--- src/rtl/vram_fetch_sched.sv ---
// Purpose : shares the single-port VRAM between video byte fetches and a CPU port.
// Latency : video issue -> pixel_code is 3 cycles; CPU req -> cpu_ack is 2 cycles, or 3 on a video collision.
// Backpressure: cpu_req is held until cpu_ack; a video issue cycle stalls a pending CPU request by one cycle.
//
// Ports:
//   pixel_clock, reset             : single clock, synchronous active-high reset
//   graph_pixel, graph_line        : raster position driving the video fetch slots
//   display_en, mode, vdiv         : fetch enable, pixel format and line repeat (mode/vdiv shadowed per line)
//   cpu_req/we/addr/wdata          : CPU access request, held until cpu_ack
//   cpu_ack, cpu_rdata             : 1-cycle completion pulse and read data
//   vram_addr/we/wdata, vram_rdata : VRAM macro port (synchronous read, 1-cycle latency)
//   pixel_code                     : fetched byte for the pixel serializer
// Optional build macro BLANK_FILL_EN: load BLANK_CODE into pixel_code on phase-3 cycles while display_en=0.

module vram_fetch_sched #(
  parameter int ADDR_W = 13,
  parameter logic [ADDR_W-1:0] VRAM_BASE = '0
`ifdef BLANK_FILL_EN
  ,
  parameter logic [7:0] BLANK_CODE = 8'h00
`endif
) (
  input  logic              pixel_clock,
  input  logic              reset,
  input  logic [8:0]        graph_pixel,
  input  logic [7:0]        graph_line,
  input  logic              display_en,
  input  logic [1:0]        mode,
  input  logic [1:0]        vdiv,
  input  logic              cpu_req,
  input  logic              cpu_we,
  input  logic [ADDR_W-1:0] cpu_addr,
  input  logic [7:0]        cpu_wdata,
  output logic              cpu_ack,
  output logic [7:0]        cpu_rdata,
  output logic [ADDR_W-1:0] vram_addr,
  output logic              vram_we,
  output logic [7:0]        vram_wdata,
  input  logic [7:0]        vram_rdata,
  output logic [7:0]        pixel_code
);

  // The CPU access is issued on the edge that leaves C_IDLE; C_WAIT is the
  // cycle its address sits on the RAM, C_ACK the cycle its read data returns.
  typedef enum logic [1:0] {
    C_IDLE = 2'd0,
    C_WAIT = 2'd1,
    C_ACK  = 2'd2
  } cpu_state_t;

  cpu_state_t        cpu_state;
  logic              cpu_rd;
  logic [7:0]        rdata_q;
  logic [1:0]        mode_sh;
  logic [1:0]        vdiv_sh;

  logic              p16;
  logic [4:0]        phase;
  logic [4:0]        col;
  logic [7:0]        row;
  logic [ADDR_W-1:0] row_ext;
  logic [ADDR_W-1:0] col_ext;
  logic [ADDR_W-1:0] video_addr;
  logic              v_issue;
  logic              v_capt;

  // Slot decode from the per-line shadow copies, so a mid-line mode change
  // only shows up from the next line.
  always_comb begin
    p16 = (mode_sh == 2'd1) || (mode_sh == 2'd3);
    if (p16) begin
      phase = {1'b0, graph_pixel[3:0]};
      col   = graph_pixel[8:4];
    end else begin
      phase = graph_pixel[4:0];
      col   = {1'b0, graph_pixel[8:5]};
    end
    row        = graph_line >> vdiv_sh;
    row_ext    = ADDR_W'(row);
    col_ext    = ADDR_W'(col);
    video_addr = VRAM_BASE + (p16 ? (row_ext << 5) : (row_ext << 4)) + col_ext;
    v_issue    = display_en && (phase == 5'd1);
    v_capt     = display_en && (phase == 5'd3);
  end

  // Read data is only on vram_rdata during the ack cycle, so it is bypassed
  // there and held in rdata_q from then on.
  assign cpu_rdata = (cpu_ack && cpu_rd) ? vram_rdata : rdata_q;

  always_ff @(posedge pixel_clock) begin
    if (reset) begin
      cpu_state  <= C_IDLE;
      cpu_rd     <= 1'b0;
      cpu_ack    <= 1'b0;
      rdata_q    <= 8'h00;
      vram_addr  <= '0;
      vram_we    <= 1'b0;
      vram_wdata <= 8'h00;
      pixel_code <= 8'h00;
      mode_sh    <= 2'd0;
      vdiv_sh    <= 2'd0;
    end else begin
      if (graph_pixel == 9'd0) begin
        mode_sh <= mode;
        vdiv_sh <= vdiv;
      end

      cpu_ack <= 1'b0;
      case (cpu_state)
        C_IDLE: begin
          if (cpu_req && !v_issue) begin
            vram_addr  <= cpu_addr;
            vram_we    <= cpu_we;
            vram_wdata <= cpu_wdata;
            cpu_rd     <= !cpu_we;
            cpu_state  <= C_WAIT;
          end
        end
        C_WAIT: begin
          vram_we   <= 1'b0;
          cpu_ack   <= 1'b1;
          cpu_state <= C_ACK;
        end
        C_ACK: begin
          // cpu_req is ignored here; the next request is taken from C_IDLE.
          if (cpu_rd) rdata_q <= vram_rdata;
          cpu_state <= C_IDLE;
        end
        default: cpu_state <= C_IDLE;
      endcase

      // Video issue overrides the address port; a CPU access can only be in
      // C_WAIT here, whose address cycle has already been used.
      if (v_issue) begin
        vram_addr <= video_addr;
        vram_we   <= 1'b0;
      end

      if (v_capt) begin
        pixel_code <= vram_rdata;
      end
`ifdef BLANK_FILL_EN
      else if (!display_en && (phase == 5'd3)) begin
        pixel_code <= BLANK_CODE;
      end
`endif
    end
  end

endmodule

--- config.mk ---
export PLATFORM = sky130hd
export DESIGN_NAME = vram_fetch_sched
export DESIGN_NICKNAME = d
export VERILOG_FILES = /design/src/rtl/vram_fetch_sched.sv
export SDC_FILE = /design/constraint.sdc
export NUM_CORES = 1
export LEC_CHECK = 0
export BUFFER_PORTS_ARGS = -buffer_cell sky130_fd_sc_hd__buf_2
export CAP_MARGIN = 10
export CELL_PAD_IN_SITES_DETAIL_PLACEMENT = 1
export CELL_PAD_IN_SITES_GLOBAL_PLACEMENT = 1
export CORE_UTILIZATION = 32
export CTS_CLUSTER_DIAMETER = 200
export CTS_CLUSTER_SIZE = 8
export DETAILED_ROUTE_END_ITERATION = 10
export PLACE_DENSITY = 0.77
export SLEW_MARGIN = 15
export SYNTH_ARGS = -nofsm -noshare
export SYNTH_HDL_FRONTEND = slang
export SYNTH_SLANG_ARGS = --single-unit
--- constraint.sdc ---
create_clock -name pixel_clock -period 1.92 [get_ports pixel_clock]
set_clock_uncertainty 0.15 [all_clocks]
set_input_delay 0.384 -clock pixel_clock [delete_from_list [all_inputs] [get_ports pixel_clock]]
set_output_delay 0.384 -clock pixel_clock [all_outputs]
set_load 0.1 [all_outputs]
==> metrics.md, run 1 <==
| Metric | Value |
|---|---|
| Fraction of layout instances using a drive strength above 1 | `39.4%` |
| Count of state elements after synthesis | `45` |
| Min Tclk post-route | `1.87 ns` |
| Initial antenna violation count | `0` |
| Core box area | `7330 um2` |
| Worst Path Buf+Inv | `1` |
| Top area cells in the synthesized netlist | `dfxtp_1, mux2i_1, nand2_1` |
| Switching share of total power | `34.3%` |
| Required time at the endpoint of the critical path | `1.39 ns` |
| Static leakage power | `1.54 nW` |
| Area of all sequential standard cells | `913 um2` |
| Clock latency reported for the late side of the worst-skew pair | `0.30 ns` |
| Flop-to-flop setup slack | `0.08 ns` |
| Number of buffers inserted by hold repair at cts | `0` |
| Endpoint class of the critical path | `output port` |
| Worst slew margin | `57.0%` |
| Count of input and output buffers | `92` |
| RSZ-0062 raised after global routing | `false` |
| Number of filler cells placed in the layout | `882` |
| Crit-path cells | `nand2_4, mux2_4, buf_12` |
| Clock tree from TritonCTS | `built` |
| Net Count, Synth | `330` |
| Proportion of synthesized flip-flops having asynchronous set or reset | `0%` |
| Total Neg Setup Slack | `0 ns` |
| Number of routed nets with antenna violations | `0` |
| Die extent in y | `89.7 um` |
| Initial core utilization | `33.6%` |
| Vias per cell | `4.92` |
| Maximum VDD drop | `0.263 mV` |
| Area leader, netlist | `dfxtp_1` |
| Net Sw Power | `0.796 mW` |
| I/O pin count | `94` |
| Worst Slack Setup Final | `0.0525 ns` |
| Layout net count | `428` |
| Die area | `8040 um2` |
| Number of cells after detailed placement | `464` |
| Clk root buf | `clkbuf_8` |
| Synth unique cells | `42` |
| Number of synthesized flops with an enable pin | `0` |
| Final hold violation count | `0` |
| Vias | `2321` |
| Cells after synthesis | `274` |
| Width of the die | `89.7 um` |
| Share of the synthesized area in the top cell type | `36.6%` |
| Final period utilization | `97.3%` |
| CP arrival | `1.33 ns` |
| Classification of the worst setup path | `register to output port` |
| Total wirelength of the detailed-routed design | `7.02 mm` |
| Total inserted antenna cells | `0` |
| Global-route wire length before repair | `10.7 mm` |
| CTS H-Tree Depth | `2` |
| Clock slew at the register clock pins of the worst setup and hold paths | `0.10 ns` |
| Area growth from synthesis to layout | `37.5%` |
| Worst slew pin tran | `0.643 ns` |
| Multi-input logic area | `1490 um2` |
| Internal power | `1.53 mW` |
| Dpl hpwl | `5.35 mm` |
| DR iter-0 viols | `60` |
| Power per cell area | `686 nW/um2` |
| Critical Path Max Stage Delay | `0.38 ns` |
| Startpoint type of the worst setup path | `register` |
| Routed wire length on met2 | `3.44 mm` |
| Number of buffers created by CTS | `5` |
| Highest-delay cell along the critical path | `dfxtp_2` |
| Tot GR Track Use | `17.4%` |
| WHS | `0.111 ns` |
| Number of maximum-capacitance violations | `0` |
| Final count of negative-setup-slack endpoints | `0` |
| Kind of cell with the highest combined delay on the critical path | `flip-flops` |
| Fraction of power consumed by sequential logic | `42.6%` |
| Kind of path behind the tightest hold check | `primary input to register` |
| Post-route met1 wirelength | `3.12 mm` |
| DR WL/cell | `14.9 um` |
| Pin count of the biggest net entering global routing | `26` |
| Pre-CTS setup slack | `-0.110 ns` |
| Sequential cell area fraction in the yosys report | `36.6%` |
| Result of the run | `completed` |
| Clock share of power | `32.2%` |
| Length of the first detailed-routing pass in iterations | `4` |
| Total overflow reported by the global router | `0` |
| Relative contribution of combinational cells to total power | `25.2%` |
| Max Root-Sink Buffers | `2` |
| Number of design rule violations left after detail routing | `0` |
| Number of pins with negative max-slew slack in the final report | `0` |
| Non-filler cells, final | `472` |
| Setup Fix Bufs, Post-CTS | `0` |
| Row count | `31` |
| Top_reg_cell synth | `dfxtp_1` |
| Synthesized cell area | `2460 um2` |
| Met3 Routed Length | `386 um` |
| Highest Clock Rate | `535 MHz` |
| CP Max Fanout | `8` |
| Post-Syn Area per Cell | `8.98 um2` |
| Via count of the first global-routing pass | `2225` |
| Last weighted congestion value of the routability-driven placer | `0.821` |
| Number of sinks driven by the clock tree | `45` |
| Synth warn | `0` |
| Top Layer Used | `met4` |
layout by cell type (no fill, tap or decap), drive strengths merged, types with 2 or more instances in the layout:
cell / Yosys / routed
nor3b: 2 / 2
clkbuf: 12 / 6
nand2b: 3 / 3
a311oi: 7 / 7
o211ai: 3 / 3
a21oi: 15 / 15
nand2: 43 / 43
buf: 7 / 110
mux2i: 31 / 31
mux4: 4 / 4
nor3: 2 / 2
inv: 3 / 3
nor2: 34 / 34
dfxtp: 45 / 45
nand3: 8 / 8
nor4: 2 / 2
nand3b: 2 / 2
a211oi: 6 / 6
mux2: 16 / 16
o21ai: 7 / 7
o2111a: 2 / 2
nor2b: 7 / 7
xnor2: 2 / 2
what timing repair did:
action                     4_1_cts  5_1_grt
setup endpoints to repair       20       10
gates resized for setup          5        7
pin swaps                        0        2
flip-flops by register name, indices dropped and copies added (netlist names), 2 cells and up:
| name | cells |
|---|---|
| rdata_q | 8 |
| vram_wdata | 8 |
| vram_addr | 13 |
| vdiv_sh | 2 |
| cpu_state | 2 |
| pixel_code | 8 |
cells by family (layout without fill, tap and decap cells):
| group | after synthesis | in the layout | share of synthesized area [%] |
|---|---|---|---|
| compound gates | 45 | 45 | 12.6 |
| xor+xnor | 2 | 2 | 0.712 |
| fa+ha+maj | 1 | 1 | 0.509 |
| buf+inv | 22 | 121 | 5.39 |
| flops | 45 | 45 | 36.6 |
| mux | 51 | 51 | 24.2 |
| other cells | 1 | 1 | 0.152 |
| simple gates | 107 | 107 | 19.8 |
power by group through the flow:
stage / logic [mW] / registers [mW] / clock network, mW
floorplan: 0.175 / 1.25 / 0
global placement: 0.575 / 1.01 / 0
detailed placement: 0.584 / 1.01 / 0
CTS: 0.586 / 0.993 / 0.774
global route: 0.622 / 0.996 / 0.809
finish: 0.585 / 0.990 / 0.746
Yosys cell counts, types with 2 or more instances:
| cell type | count |
|---|---|
| buf_2 | 4 |
| mux2_4 | 3 |
| nand2_1 | 42 |
| nor2_1 | 34 |
| mux4_2 | 3 |
| nor3_1 | 2 |
| nand3b_1 | 2 |
| dfxtp_1 | 45 |
| o21ai_0 | 7 |
| o211ai_1 | 3 |
| o2111a_1 | 2 |
| nand3_1 | 8 |
| nor3b_1 | 2 |
| mux2_2 | 12 |
| a21oi_1 | 15 |
| mux2i_1 | 31 |
| a311oi_1 | 7 |
| inv_1 | 3 |
| xnor2_1 | 2 |
| buf_4 | 2 |
| clkbuf_8 | 3 |
| nand2b_1 | 3 |
| nor2b_1 | 6 |
| clkbuf_1 | 9 |
| nor4_1 | 2 |
| a211oi_1 | 6 |
metal layers:
metal	global-route usage (%)	vias to the layer above
met4	4.33	0
met2	30.6	53
met1	21.3	1098
met3	4.20	6
met5	0	-
li1	-	1164
final cells by class:
cell class	instances	share of cell area (%)
clock inverters	2	1.15
clock buffers	6	2.14
flip-flops and latches	45	27.0
well taps	99	3.66
repair buffers	110	21.6
multi-input cells	207	44.1
inverters	3	0.333
metrics by stage:
| stage | area [um2] | total power [mW] | util, % |
|---|---|---|---|
| final | 3380 | 2.32 | 46.2 |
| after global routing | 3380 | 2.43 | 46.2 |
| after CTS | 3360 | 2.35 | 45.8 |
| after detailed placement | 3240 | 1.60 | 44.1 |
| after global placement | 3240 | 1.59 | 44.1 |
| after floorplan | 2500 | 1.42 | - |
path summary, 6_finish.rpt:
path                                     from            end  cells after the start
worst max-delay path                   cpu_rd   cpu_rdata[5]                      3
worst min-delay path                   cpu_we         cpu_rd                      2
worst max register to register     mode_sh[0]   vram_addr[9]                      6
worst min register to register  vram_wdata[6]  vram_wdata[6]                      2
No activity file was read; power rests on OpenSTA's default activity.
==> inputs of run 2 (changes only) <==
--- a/config.mk
+++ b/config.mk
@@ -9,11 +9,11 @@
 export CAP_MARGIN = 10
 export CELL_PAD_IN_SITES_DETAIL_PLACEMENT = 1
 export CELL_PAD_IN_SITES_GLOBAL_PLACEMENT = 1
-export CORE_UTILIZATION = 32
+export CORE_UTILIZATION = 35
 export CTS_CLUSTER_DIAMETER = 200
 export CTS_CLUSTER_SIZE = 8
 export DETAILED_ROUTE_END_ITERATION = 10
-export PLACE_DENSITY = 0.77
+export PLACE_DENSITY = 0.8
 export SLEW_MARGIN = 15
 export SYNTH_ARGS = -nofsm -noshare
 export SYNTH_HDL_FRONTEND = slang
==> constraint.sdc (replaced) <==
create_clock -name pixel_clock -period 2.1 [get_ports pixel_clock]
set_clock_uncertainty 0.15 [all_clocks]
set_input_delay 0.42 -clock pixel_clock [delete_from_list [all_inputs] [get_ports pixel_clock]]
set_output_delay 0.42 -clock pixel_clock [all_outputs]
set_load 0.1 [all_outputs]
==> metrics.md, run 2 (synthesis results as in run 1) <==
| Metric | Value |
|---|---|
| Result of the run | `completed` |
| Final period utilization | `94.0%` |
| Core box area | `6790 um2` |
| Number of flip-flops in the largest register | `13` |
| Clk root buf | `clkbuf_8` |
| Most flops, register | `vram_addr` |
| Critical Path Max Stage Delay | `0.40 ns` |
| Dpl hpwl | `5.25 mm` |
| Classification of the worst setup path | `register to output port` |
| Die extent in y | `85.8 um` |
| RSZ-0062 raised after global routing | `false` |
| Initial antenna violation count | `0` |
| Final Core Density | `48.0%` |
| Highest-delay cell along the critical path | `mux2_2` |
| Maximum VDD drop | `0.334 mV` |
| Worst slew margin | `58.1%` |
| Width of the die | `85.8 um` |
| Clock slew at the register clock pins of the worst setup and hold paths | `0.09 ns` |
| Length of the first detailed-routing pass in iterations | `4` |
| Number of buffers inserted by hold repair at cts | `0` |
| Number of routed nets with antenna violations | `0` |
| Initial core utilization | `36.2%` |
| Clock latency reported for the late side of the worst-skew pair | `0.30 ns` |
| Worst Path Buf+Inv | `1` |
| Via count of the first global-routing pass | `2339` |
| Area growth from synthesis to layout | `32.7%` |
| Crit-path cells | `nand2_2, mux2_2, buf_12` |
| Global-route wire length before repair | `11.0 mm` |
| Min Tclk post-route | `1.97 ns` |
| Required time at the endpoint of the critical path | `1.53 ns` |
| Highest Clock Rate | `507 MHz` |
| WHS | `0.169 ns` |
| Number of maximum-capacitance violations | `0` |
| CTS H-Tree Depth | `2` |
| Fraction of layout instances using a drive strength above 1 | `37.5%` |
| Number of design rule violations left after detail routing | `0` |
| Clock tree from TritonCTS | `built` |
| Flop-to-flop setup slack | `0.19 ns` |
| CP Max Fanout | `8` |
| Die area | `7370 um2` |
| Number of buffers created by CTS | `5` |
| Static leakage power | `1.47 nW` |
| DR WL/cell | `14.6 um` |
| Number of sinks driven by the clock tree | `45` |
| Total inserted antenna cells | `0` |
| Kind of path behind the tightest hold check | `primary input to register` |
| Total wirelength of the detailed-routed design | `6.76 mm` |
| Worst slew pin tran | `0.626 ns` |
| Max Root-Sink Buffers | `2` |
| Pin count of the biggest net entering global routing | `21` |
| CP arrival | `1.40 ns` |
| Power per cell area | `643 nW/um2` |
| Final hold violation count | `0` |
| Vias | `2338` |
| DR iter-0 viols | `88` |
| Layout net count | `423` |
| Design Power | `2.10 mW` |
| Count of input and output buffers | `92` |
| Number of pins with negative max-slew slack in the final report | `0` |
| Row count | `30` |
| Last weighted congestion value of the routability-driven placer | `0.764` |
| Final count of negative-setup-slack endpoints | `0` |
| Total overflow reported by the global router | `0` |
| Vias per cell | `5.04` |
| Kind of cell with the highest combined delay on the critical path | `multiplexers` |
| Tot GR Track Use | `18.9%` |
| I/O pin count | `94` |
| Most common library cell in the layout ignoring fill and taps | `buf_2` |
| Startpoint type of the worst setup path | `register` |
| Endpoint class of the critical path | `output port` |
| Commonest cells after routing, fill and taps aside | `buf_2, dfxtp_1, nand2_1` |
## run 2: cell count changes in the layout (fill, tap and decap cells not counted), sizes merged
| cell | delta |
|---|---|
| buf | -5 |
## run 2: power breakdown
| part | leakage, nW | internal [mW] | switching, mW |
|---|---|---|---|
| Combinational | 1.05 | 0.140 | 0.379 |
| Sequential | 0.368 | 0.888 | 0.0180 |
| Clock | 0.0554 | 0.358 | 0.317 |
## run 2: per-stage QoR
step	setup slack (ns)	std cells	setup TNS, ns	area (um2)
finish	0.127	464	0	3260
global route	0.0433	464	0	3260
CTS	0.00117	464	0	3260
detailed placement	0.0954	456	0	3150
global placement	0.146	456	0	3150
floorplan	-0.0338	274	-0.270	2460
## run 2: repair_timing
item                                    CTS  global route
setup buffers                             0             0
gates resized for setup                   0             2
endpoints found under the setup margin    0            11
## run 2: cell type report
cell class | instances | area (um2)
Fill cell | 837 | 3530
Multi-Input combinational cell | 207 | 1440
Sequential cell | 45 | 903
Clock inverter | 2 | 38.8
Clock buffer | 6 | 72.6
Tap cell | 96 | 120
Inverter | 3 | 11.3
Timing Repair Buffer | 105 | 678
## run 2: final timing paths
path,from,to,cells after the start
max,cpu_rd,cpu_rdata[2],3
min,cpu_we,cpu_rd,2
max reg2reg,vdiv_sh[1],vram_addr[5],8
min reg2reg,vram_wdata[0],vram_wdata[0],2
## run 2: routing by layer
metal  GRT usage (%)  share of wire (%)
met4            3.64               0.34
met3            4.52                5.3
met1            23.3                 45
met2            33.7                 50
met5               0                  0
